==> config.mk <==
export PLATFORM = sky130hd
export DESIGN_NAME = ascii_expr_parser_flat
export DESIGN_NICKNAME = d
export VERILOG_FILES = /design/src/rtl/ascii_expr_parser_if.sv /design/src/rtl/ascii_expr_parser.sv /design/src/flat_wrapper.sv
export SDC_FILE = /design/constraint.sdc
export NUM_CORES = 1
export LEC_CHECK = 0
export BUFFER_PORTS_ARGS = -buffer_cell sky130_fd_sc_hd__buf_2
export CAP_MARGIN = 20
export CORE_AREA = 2 2 117 108
export CTS_CLUSTER_DIAMETER = 150
export DETAILED_ROUTE_END_ITERATION = 6
export DIE_AREA = 0 0 119 110
export GPL_ROUTABILITY_DRIVEN = 0
export GPL_TIMING_DRIVEN = 0
export HOLD_SLACK_MARGIN = 0.1
export RECOVER_POWER = 25
export SKIP_CTS_REPAIR_TIMING = 1
export SYNTH_ARGS = -nofsm -noshare
export SYNTH_HDL_FRONTEND = slang
export SYNTH_SLANG_ARGS = --single-unit
==> constraint.sdc <==
create_clock -name clk -period 5.25 [get_ports clk]
set_input_delay 1.05 -clock clk [delete_from_list [all_inputs] [get_ports clk]]
set_output_delay 1.05 -clock clk [all_outputs]
set_load 0.01 [all_outputs]
==> src/rtl/ascii_expr_parser_if.sv <==
// Bundles the RX FIFO pop port, the ALU command handshake and the error report
// of the ASCII expression parser; master is the parser side.
interface ascii_expr_parser_if #(
    parameter int DATA_WIDTH = 8,
    parameter int NUM_WIDTH  = 16
);
    logic [DATA_WIDTH-1:0] rx_data_in;
    logic                  rx_empty_in;
    logic                  rx_ren_o;
    logic [NUM_WIDTH-1:0]  num1_o;
    logic [NUM_WIDTH-1:0]  num2_o;
    logic [1:0]            operator_o;
    logic                  cmd_valid_o;
    logic                  cmd_ready_in;
    logic                  err_valid_o;
    logic [1:0]            err_code_o;

    modport master (
        input  rx_data_in, rx_empty_in, cmd_ready_in,
        output rx_ren_o, num1_o, num2_o, operator_o,
               cmd_valid_o, err_valid_o, err_code_o
    );

    modport slave (
        output rx_data_in, rx_empty_in, cmd_ready_in,
        input  rx_ren_o, num1_o, num2_o, operator_o,
               cmd_valid_o, err_valid_o, err_code_o
    );
endinterface

==> src/rtl/ascii_expr_parser.sv <==
// Pops ASCII characters from a FWFT FIFO, parses "<num1> <op> <num2> <term>"
// and hands operands/operator to the ALU; bad input is flushed up to a terminator.
module ascii_expr_parser #(
    parameter int DATA_WIDTH = 8,
    parameter int NUM_WIDTH  = 16
) (
    input logic                clk,
    input logic                rst,
    ascii_expr_parser_if.master bus
);
    localparam int ACC_W = NUM_WIDTH + 4;
    localparam logic [ACC_W-1:0] NUM_MAX = {4'b0000, {NUM_WIDTH{1'b1}}};
    localparam logic [1:0] OP_DIV = 2'b11;

    typedef enum logic [2:0] {
        S_IDLE, S_NUM1, S_OP, S_N2_START, S_NUM2, S_EMIT, S_FLUSH
    } state_t;

    typedef enum logic [1:0] {
        ERR_NONE     = 2'b00,
        ERR_SYNTAX   = 2'b01,
        ERR_OVERFLOW = 2'b10,
        ERR_DIV_ZERO = 2'b11
    } err_t;

    state_t               state_q, state_d;
    logic [ACC_W-1:0]     acc_q, acc_d;
    logic [NUM_WIDTH-1:0] num1_q, num1_d, num2_q, num2_d;
    logic [1:0]           op_q, op_d;
    logic                 cmd_valid_q, cmd_valid_d;
    logic                 err_valid_q, err_valid_d;
    logic [1:0]           err_code_q, err_code_d;

    logic [7:0]       ch;
    logic             upper_zero;
    logic             is_digit, is_op, is_space, is_term;
    logic [3:0]       digit;
    logic [1:0]       op_code;
    logic [ACC_W-1:0] acc_mac;
    logic             acc_ovf;
    logic             pop;
    logic             raise;
    err_t             raise_code;

    assign ch = bus.rx_data_in[7:0];

    if (DATA_WIDTH > 8) begin : g_wide
        assign upper_zero = ~|bus.rx_data_in[DATA_WIDTH-1:8];
    end else begin : g_narrow
        assign upper_zero = 1'b1;
    end

    assign is_digit = upper_zero && (ch >= 8'h30) && (ch <= 8'h39);
    assign is_op    = upper_zero && (ch == 8'h2B || ch == 8'h2D || ch == 8'h2A || ch == 8'h2F);
    assign is_space = upper_zero && (ch == 8'h20);
    assign is_term  = upper_zero && (ch == 8'h3D || ch == 8'h0D || ch == 8'h0A);
    assign digit    = ch[3:0];

    always_comb begin
        unique case (ch)
            8'h2D:   op_code = 2'b01;
            8'h2A:   op_code = 2'b10;
            8'h2F:   op_code = 2'b11;
            default: op_code = 2'b00;
        endcase
    end

    // acc*10 + d; ACC_W holds the worst case (2^NUM_WIDTH-1)*10+9 without wrap.
    assign acc_mac = (acc_q << 3) + (acc_q << 1) + ACC_W'(digit);
    assign acc_ovf = acc_mac > NUM_MAX;

    // The pop strobe is combinational so a character can be consumed every cycle.
    assign pop = !bus.rx_empty_in && (state_q != S_EMIT);

    always_comb begin
        // NOTE: every signal assigned here gets a default first, so no path leaves a latch.
        state_d     = state_q;
        acc_d       = acc_q;
        num1_d      = num1_q;
        num2_d      = num2_q;
        op_d        = op_q;
        cmd_valid_d = cmd_valid_q;
        err_valid_d = 1'b0;
        err_code_d  = err_code_q;
        raise       = 1'b0;
        raise_code  = ERR_SYNTAX;

        unique case (state_q)
            S_IDLE: if (pop) begin
                if (is_digit) begin
                    acc_d   = ACC_W'(digit);
                    state_d = S_NUM1;
                end else if (!(is_space || is_term)) begin
                    raise = 1'b1;
                end
            end
            S_NUM1: if (pop) begin
                if (is_digit) begin
                    if (acc_ovf) begin
                        raise      = 1'b1;
                        raise_code = ERR_OVERFLOW;
                    end else begin
                        acc_d = acc_mac;
                    end
                end else if (is_space) begin
                    state_d = S_OP;
                end else if (is_op) begin
                    op_d    = op_code;
                    num1_d  = acc_q[NUM_WIDTH-1:0];
                    state_d = S_N2_START;
                end else begin
                    raise = 1'b1;
                end
            end
            S_OP: if (pop) begin
                if (is_op) begin
                    op_d    = op_code;
                    num1_d  = acc_q[NUM_WIDTH-1:0];
                    state_d = S_N2_START;
                end else if (!is_space) begin
                    raise = 1'b1;
                end
            end
            S_N2_START: if (pop) begin
                if (is_digit) begin
                    acc_d   = ACC_W'(digit);
                    state_d = S_NUM2;
                end else if (!is_space) begin
                    raise = 1'b1;
                end
            end
            S_NUM2: if (pop) begin
                if (is_digit) begin
                    if (acc_ovf) begin
                        raise      = 1'b1;
                        raise_code = ERR_OVERFLOW;
                    end else begin
                        acc_d = acc_mac;
                    end
                end else if (is_space || is_term) begin
                    num2_d = acc_q[NUM_WIDTH-1:0];
                    if (op_q == OP_DIV && acc_q == '0) begin
                        raise      = 1'b1;
                        raise_code = ERR_DIV_ZERO;
                    end else begin
                        cmd_valid_d = 1'b1;
                        state_d     = S_EMIT;
                    end
                end else begin
                    raise = 1'b1;
                end
            end
            S_EMIT: if (bus.cmd_ready_in) begin
                cmd_valid_d = 1'b0;
                state_d     = S_IDLE;
            end
            S_FLUSH: if (pop && is_term) begin
                state_d = S_IDLE;
            end
            default: state_d = S_IDLE;
        endcase

        // A terminator that is itself the offending character already ends the line.
        if (raise) begin
            err_valid_d = 1'b1;
            err_code_d  = raise_code;
            state_d     = is_term ? S_IDLE : S_FLUSH;
        end
    end

    always_ff @(posedge clk or posedge rst) begin
        if (rst) begin
            state_q     <= S_IDLE;
            acc_q       <= '0;
            num1_q      <= '0;
            num2_q      <= '0;
            op_q        <= 2'b00;
            cmd_valid_q <= 1'b0;
            err_valid_q <= 1'b0;
            err_code_q  <= ERR_NONE;
        end else begin
            // NOTE: non-blocking updates keep every flop sampling pre-edge values.
            state_q     <= state_d;
            acc_q       <= acc_d;
            num1_q      <= num1_d;
            num2_q      <= num2_d;
            op_q        <= op_d;
            cmd_valid_q <= cmd_valid_d;
            err_valid_q <= err_valid_d;
            err_code_q  <= err_code_d;
        end
    end

    assign bus.rx_ren_o    = pop;
    assign bus.num1_o      = num1_q;
    assign bus.num2_o      = num2_q;
    assign bus.operator_o  = op_q;
    assign bus.cmd_valid_o = cmd_valid_q;
    assign bus.err_valid_o = err_valid_q;
    assign bus.err_code_o  = err_code_q;
endmodule

==> src/flat_wrapper.sv <==
// flat-port wrapper written by rule: the top's interface ports become plain ports
module ascii_expr_parser_flat 
#(
    parameter int DATA_WIDTH = 8,
    parameter int NUM_WIDTH  = 16
)
  (clk, rst, bus_rx_data_in, bus_rx_empty_in, bus_cmd_ready_in, bus_rx_ren_o, bus_num1_o, bus_num2_o, bus_operator_o, bus_cmd_valid_o, bus_err_valid_o, bus_err_code_o);
  ascii_expr_parser_if #(.DATA_WIDTH(DATA_WIDTH), .NUM_WIDTH(NUM_WIDTH)) bus_i ();
  input logic clk;
  input logic rst;
  input wire logic [$bits(bus_i.rx_data_in)-1:0] bus_rx_data_in;
  input wire logic [$bits(bus_i.rx_empty_in)-1:0] bus_rx_empty_in;
  input wire logic [$bits(bus_i.cmd_ready_in)-1:0] bus_cmd_ready_in;
  output wire logic [$bits(bus_i.rx_ren_o)-1:0] bus_rx_ren_o;
  output wire logic [$bits(bus_i.num1_o)-1:0] bus_num1_o;
  output wire logic [$bits(bus_i.num2_o)-1:0] bus_num2_o;
  output wire logic [$bits(bus_i.operator_o)-1:0] bus_operator_o;
  output wire logic [$bits(bus_i.cmd_valid_o)-1:0] bus_cmd_valid_o;
  output wire logic [$bits(bus_i.err_valid_o)-1:0] bus_err_valid_o;
  output wire logic [$bits(bus_i.err_code_o)-1:0] bus_err_code_o;
  assign bus_i.rx_data_in = bus_rx_data_in;
  assign bus_i.rx_empty_in = bus_rx_empty_in;
  assign bus_i.cmd_ready_in = bus_cmd_ready_in;
  assign bus_rx_ren_o = bus_i.rx_ren_o;
  assign bus_num1_o = bus_i.num1_o;
  assign bus_num2_o = bus_i.num2_o;
  assign bus_operator_o = bus_i.operator_o;
  assign bus_cmd_valid_o = bus_i.cmd_valid_o;
  assign bus_err_valid_o = bus_i.err_valid_o;
  assign bus_err_code_o = bus_i.err_code_o;
  ascii_expr_parser #(.DATA_WIDTH(DATA_WIDTH), .NUM_WIDTH(NUM_WIDTH)) u_core (.clk(clk), .rst(rst), .bus(bus_i));
endmodule
======== Word-level counts from Yosys, hierarchy flattened ========
Index checks and enable logic that the tools add are counted.
word-level totals
  input bits .............................. 12
  register bits after elaboration ......... 61
  logic and storage cells ................. 150
  output and inout bits ................... 39
cells by class
  bitwise gates (word level) .............. 1
  multiplexer cells ....................... 70
  reduce and logical (&&, ||, !) cells .... 23
  equal/unequal tests ..................... 43
  add/sub/neg operators ................... 2
  order comparisons ....................... 3
operators with widths
  cell                                                                number
  two-way mux 20 bit                                                  5
  two-way mux 16 bit                                                  5
  two-way mux 3 bit                                                   17
  == test 8 x 6 -> 1 bit (second input constant)                      6
  one-hot mux 20 bit (2 select lines)                                 1
  one-hot mux 16 bit (2 select lines)                                 1
  != test 3 x 1 -> 1 bit (second input constant)                      9
  two-way mux 2 bit                                                   12
  two-way mux 1 bit                                                   23
  one-hot mux 3 bit (7 select lines)                                  1
  adder 20 bit                                                        1
  adder 20 x 4 -> 20 bit                                              1
  greater-than comparator 20 x 16 -> 1 bit (second input constant)    1
  zero test 20 bit                                                    1
  == test 8 x 4 -> 1 bit (second input constant)                      2
  != test 2 x 1 -> 1 bit (second input constant)                      8
  AND reduction 13 bit                                                1
  != test 2 bit (second input constant)                               6
  AND reduction 6 bit                                                 2
  == test 3 bit (second input constant)                               3
  != test 3 bit (second input constant)                               3
  greater-or-equal comparator 8 x 6 -> 1 bit (second input constant)  1
  less-or-equal comparator 8 x 6 -> 1 bit (second input constant)     1
  one-hot mux 2 bit (2 select lines)                                  2
  other kinds (16)                                                    29

======== Depth between registers and ports, before layout ========
  depth after elaboration ................. 11
  gate-level depth with buffers ........... 15
  depth with buffers taken out ............ 13

======== Least setup slack after synthesis ========
No wires, ideal clock.
  path type ............................... input to register
  start ................................... in bus_rx_data_in[3]
  end ..................................... reg u_core.acc_q[0]
  arrival ................................. 4212 ps
  path buffers ............................ 2
  setup time .............................. 125 ps
  stages on the path ...................... 14
  setup slack ............................. 913 ps
  data required time ...................... 5125 ps
  path through ............................ inv_1 fa_1 inv_1 fa_1 a21o_1 a221oi_4 o221ai_2 a221o_1 xnor2_2 o2111ai_2 and2_4 buf_6 buf_12 mux2_4
between the ends
  longest elaborated chain between the ends .. 4
  elaborated cells between the ends (all ways) .. 9
  classes of those cells .................. add/sub: 1; order compare: 3; eq/ne: 3; reduce/logical: 2
ends and longest elaborated chain
  element                                                                        RTL line                                          RTL
  start, declared                                                                flat_wrapper.sv:11                                input wire logic [$bits(bus_i.rx_data_in)-1:0] bus_rx_data_in;
  adder 20 x 4 -> 20 bit (tied with other cells)                                 ascii_expr_parser.sv:69                           assign acc_mac = (acc_q << 3) + (acc_q << 1) + ACC_W'(digit);
  greater-than comparator 20 x 16 -> 1 bit or logical AND 1 bit (tied branches)  ascii_expr_parser.sv:70, ascii_expr_parser.sv:53
  != test 2 bit (no line) or != test 2 x 1 -> 1 bit (tied branches)              -
  AND reduction 6 bit (no line) *                                                -
  end signal, assigned                                                           ascii_expr_parser.sv:174                          acc_q <= '0;
  end signal, assigned                                                           ascii_expr_parser.sv:184                          acc_q <= acc_d;
  end, declared                                                                  ascii_expr_parser.sv:27                           logic [ACC_W-1:0] acc_q, acc_d;
Mark *: on every way between the ends. The rest lies on a longest branch, timed or not.
A chain may end at the register's enable or synchronous reset.

======== Final worst setup path ========
  start ................................... in bus_rx_data_in[3]
  end ..................................... reg u_core.acc_q[3]
between the ends
  longest elaborated chain between the ends .. 5
  elaborated cells between the ends (all ways) .. 15
  classes of those cells .................. add/sub: 1; order compare: 3; eq/ne: 3; mux: 6; reduce/logical: 2
ends and longest elaborated chain
  element
  branches (longest 5 deep; another with adder 20 x 4 -> 20 bit)
Several ways; the timed one is not identified. The select of a mux whose other input is x is not followed.

==> flow_summary.toml <==
[status]
status = "complete, but fails checks"
failed_checks = "capacitance limit, slew limit"

[layout]
drive_gt1_share_pct = 29.9
fillers = 1146
n_antenna_cell = 0
syn2layout_area_growth_pct = 19.3
nets = 491

[clock_network]
cts_sinks = 61
htreeDepth = 3
cts_inserted_buffers = 9
worstSkewPairLatency_ns = 0.34
cts-root-buf = "clkbuf_16"
clock_path_buffers = 2
cts_tree = "built"
path_clk_slew_ns = 0.05

[hold_path]
hold_depth = 1
worstHoldStart = "u_core.bus.num2_o[11]$_DFFE_PP0P_"
whs_endpoint = "u_core.bus.num2_o[11]$_DFFE_PP0P_"
hp-class = "flip-flop to flip-flop"

[route]
wire_per_inst_um = 16.2
route.vias.total = 3235
routed_wirelength_mm = 9.83
via_per_inst = 5.32
ant_nets = 0
drt_iter0_drc = 152
firstDrtPassIters = 4
drcViolationCount = 0

[logic_synthesis]
yosys_most_used_dff = "dfrtp_1"
yosys_register_bits = 61
ys_seq_area_share_pct = 37.5
synth_edf_count = 0
ys_top_cells_by_area = "dfrtp_1 37%, mux2_2 11%, ha_1 10%, mux2_4 3.0%, xnor2_1 2.4%"
synth_fp_nets = 429
synth_top_area_share_pct = 37.5
yosysUniqueCellTypes = 65
yosysWarnings = 0
synth_cells = 381
synthTopCellsByCount = "61 x dfrtp_1, 39 x mux2_2, 34 x ha_1"
syn_area_um2 = 4070
syn_area_per_cell_um2 = 10.7
synth_top_area_cell = "dfrtp_1"
synthArstFlopShare_pct = 100
yosysMostFrequentCell = "dfrtp_1"

[grt]
grt_pass1_wl_mm = 16.2
globalRouteTotalUtil_pct = 15.8
grt-ovfl-total = 0
grt_pass1_vias = 3193
antenna_found_initial = 0
grt_max_degree = 35

[sta]
tightest_slew_ns = 1.80
finalHoldViolations = 0
layout_min_cycle_time_ns = 4.61
rsz0062_at_grt = "no"
fmax_ghz = 0.217
setup_viol = 0
setup-tns-final_ns = 0
final_max_slew_viol_count = 35
skew_ns = 0.00917
holdWs_ns = 0.498
relSlewSlack_pct = -20.1
fin_crit_sh_pct = 87.8

[floorplan]
coreArea_um2 = 11800
initial_utilization_pct = 34.4
rows = 38
die_height_um = 110
die_w_um = 119
io_pins = 51
dieArea_um2 = 13100

[worst_setup_path]
critPathLaunchType = "input port"
crit_chain = "buf_2 > inv_1 > fa_1 > inv_1 > fa_1 > a21o_1 > a221oi_4 > o221ai_2 > a221o_1 > xnor2_2 > o2111ai_2 > and2_4 > buf_6 > buf_12 > mux2_4"
cpPeakStageDelay_ns = 0.55
reg2reg_to = "u_core.acc_q[3]$_DFFE_PP0P_"
r2r_start = "u_core.acc_q[0]$_DFFE_PP0P_"
regToRegSetupSlack_ns = 1.18
critPathBufInv = 5
critical_path_class = "input port to flip-flop"
crit_required_ns = 5.46
r2r_cells = 14
arrival_ns = 4.82
crit_family = "compound AO/OA/AOI/OAI gates"
path_max_fanout = 10
slowest_stage = "fa_1"
worst_setup_path_end_kind = "flip-flop"

[power_and_ir_drop]
p_leak_nw = 2.49
pwr-share-seq_pct = 29.0
pwr-share-clk_pct = 31.1
vdd_drop_max_uv = 199
power_density_nw_per_um2 = 432
p_int_w = 0.00130
p_sw_w = 0.000798
combPwrFrac_pct = 40.0
p_sw_share_pct = 38.0

[job]
max_cap_viol_count = 1

[placed_design]
dp_hpwl_mm = 7.41
port_buffers = 50
placed cells by master (no fill, tap or decap), types with 7 or more instances in the layout:
cell,instances
a21o_1,8
buf_2,52
inv_1,16
nor3_1,8
nand2_1,20
ha_1,34
mux2_4,8
mux2_2,39
dfrtp_1,61
clkbuf_1,12
a21oi_1,16
nand4_1,7
nor2_1,21
xor2_1,8
clkbuf_16,9
xnor2_1,11
o21ai_0,18
cell type report:
cell class,instances,area [µm²],area share (%)
Sequential cell,61,1530,31.4
Timing Repair Buffer,51,254,5.23
Clock inverter,6,93.8,1.93
Clock buffer,10,239,4.92
Tap cell,160,200,4.12
Multi-Input combinational cell,288,2400,49.4
Buffer,16,86.3,1.78
Inverter,16,60.1,1.24
metal layers:
layer | routed length [µm] | share of wire, % | vias up | global-route usage (%)
met4 | 163 | 1.7 | 0 | 6.72
li1 | - | - | 1551 | -
met5 | 0 | 0 | - | 0
met3 | 499 | 5.1 | 14 | 2.93
met2 | 4530 | 46 | 88 | 25.5
met1 | 4640 | 47 | 1582 | 21.1
power groups by stage:
stage,sequential [W],clock [W],combinational (W)
after floorplan,0.000591,0,0.000643
after global placement,0.000617,0,0.000812
after detailed placement,0.000617,0,0.000835
after CTS,0.000609,0.000669,0.000838
after global routing,0.000620,0.000687,0.000939
final,0.000609,0.000652,0.000839
state kept, by name (all words and copies together) (netlist names):
| name | cells |
|---|---|
| u_core.bus.operator_o | 2 |
| u_core.acc_q | 20 |
| u_core.bus.err_code_o | 2 |
| u_core.bus.num1_o | 16 |
| u_core.bus.err_valid_o | 1 |
| u_core.bus.cmd_valid_o | 1 |
| u_core.state_q | 3 |
| u_core.bus.num2_o | 16 |
logic make-up (layout without fill, tap and decap cells):
| group | after synthesis | after routing | synth area share, % |
|---|---|---|---|
| AND/OR/NAND/NOR | 95 | 95 | 12.8 |
| buffers and inverters | 32 | 99 | 3.60 |
| adder cells (fa/ha/maj) | 36 | 36 | 11.4 |
| AO/OA/AOI/OAI | 85 | 85 | 15.2 |
| flip-flops | 61 | 61 | 37.5 |
| multiplexers | 52 | 52 | 15.0 |
| XOR/XNOR | 20 | 20 | 4.49 |
how the worst max path moves through the flow:
stage	start	to	depth (start not counted)
final	bus_rx_data_in[3]	u_core.acc_q[3]$_DFFE_PP0P_	15
after global routing	bus_rx_data_in[3]	u_core.acc_q[12]$_DFFE_PP0P_	16
after CTS	bus_rx_data_in[3]	u_core.acc_q[3]$_DFFE_PP0P_	15
after detailed placement	bus_rx_data_in[3]	u_core.acc_q[12]$_DFFE_PP0P_	15
after global placement	bus_rx_data_in[3]	u_core.acc_q[5]$_DFFE_PP0P_	15
after floorplan	bus_rx_data_in[3]	u_core.acc_q[0]$_DFFE_PP0P_	14
metrics by stage:
stage	cells	power (W)	util, %	worst slack, ns	instance area [µm²]
after CTS	608	0.00212	41.2	0.646	4870
after global routing	608	0.00225	41.0	0.414	4860
after detailed placement	592	0.00145	38.4	0.315	4540
after floorplan	381	0.00123	-	0.913	4070
final	608	0.00210	41.0	0.641	4860
after global placement	591	0.00143	38.2	0.315	4520
Power figures use the tool's default switching activity.
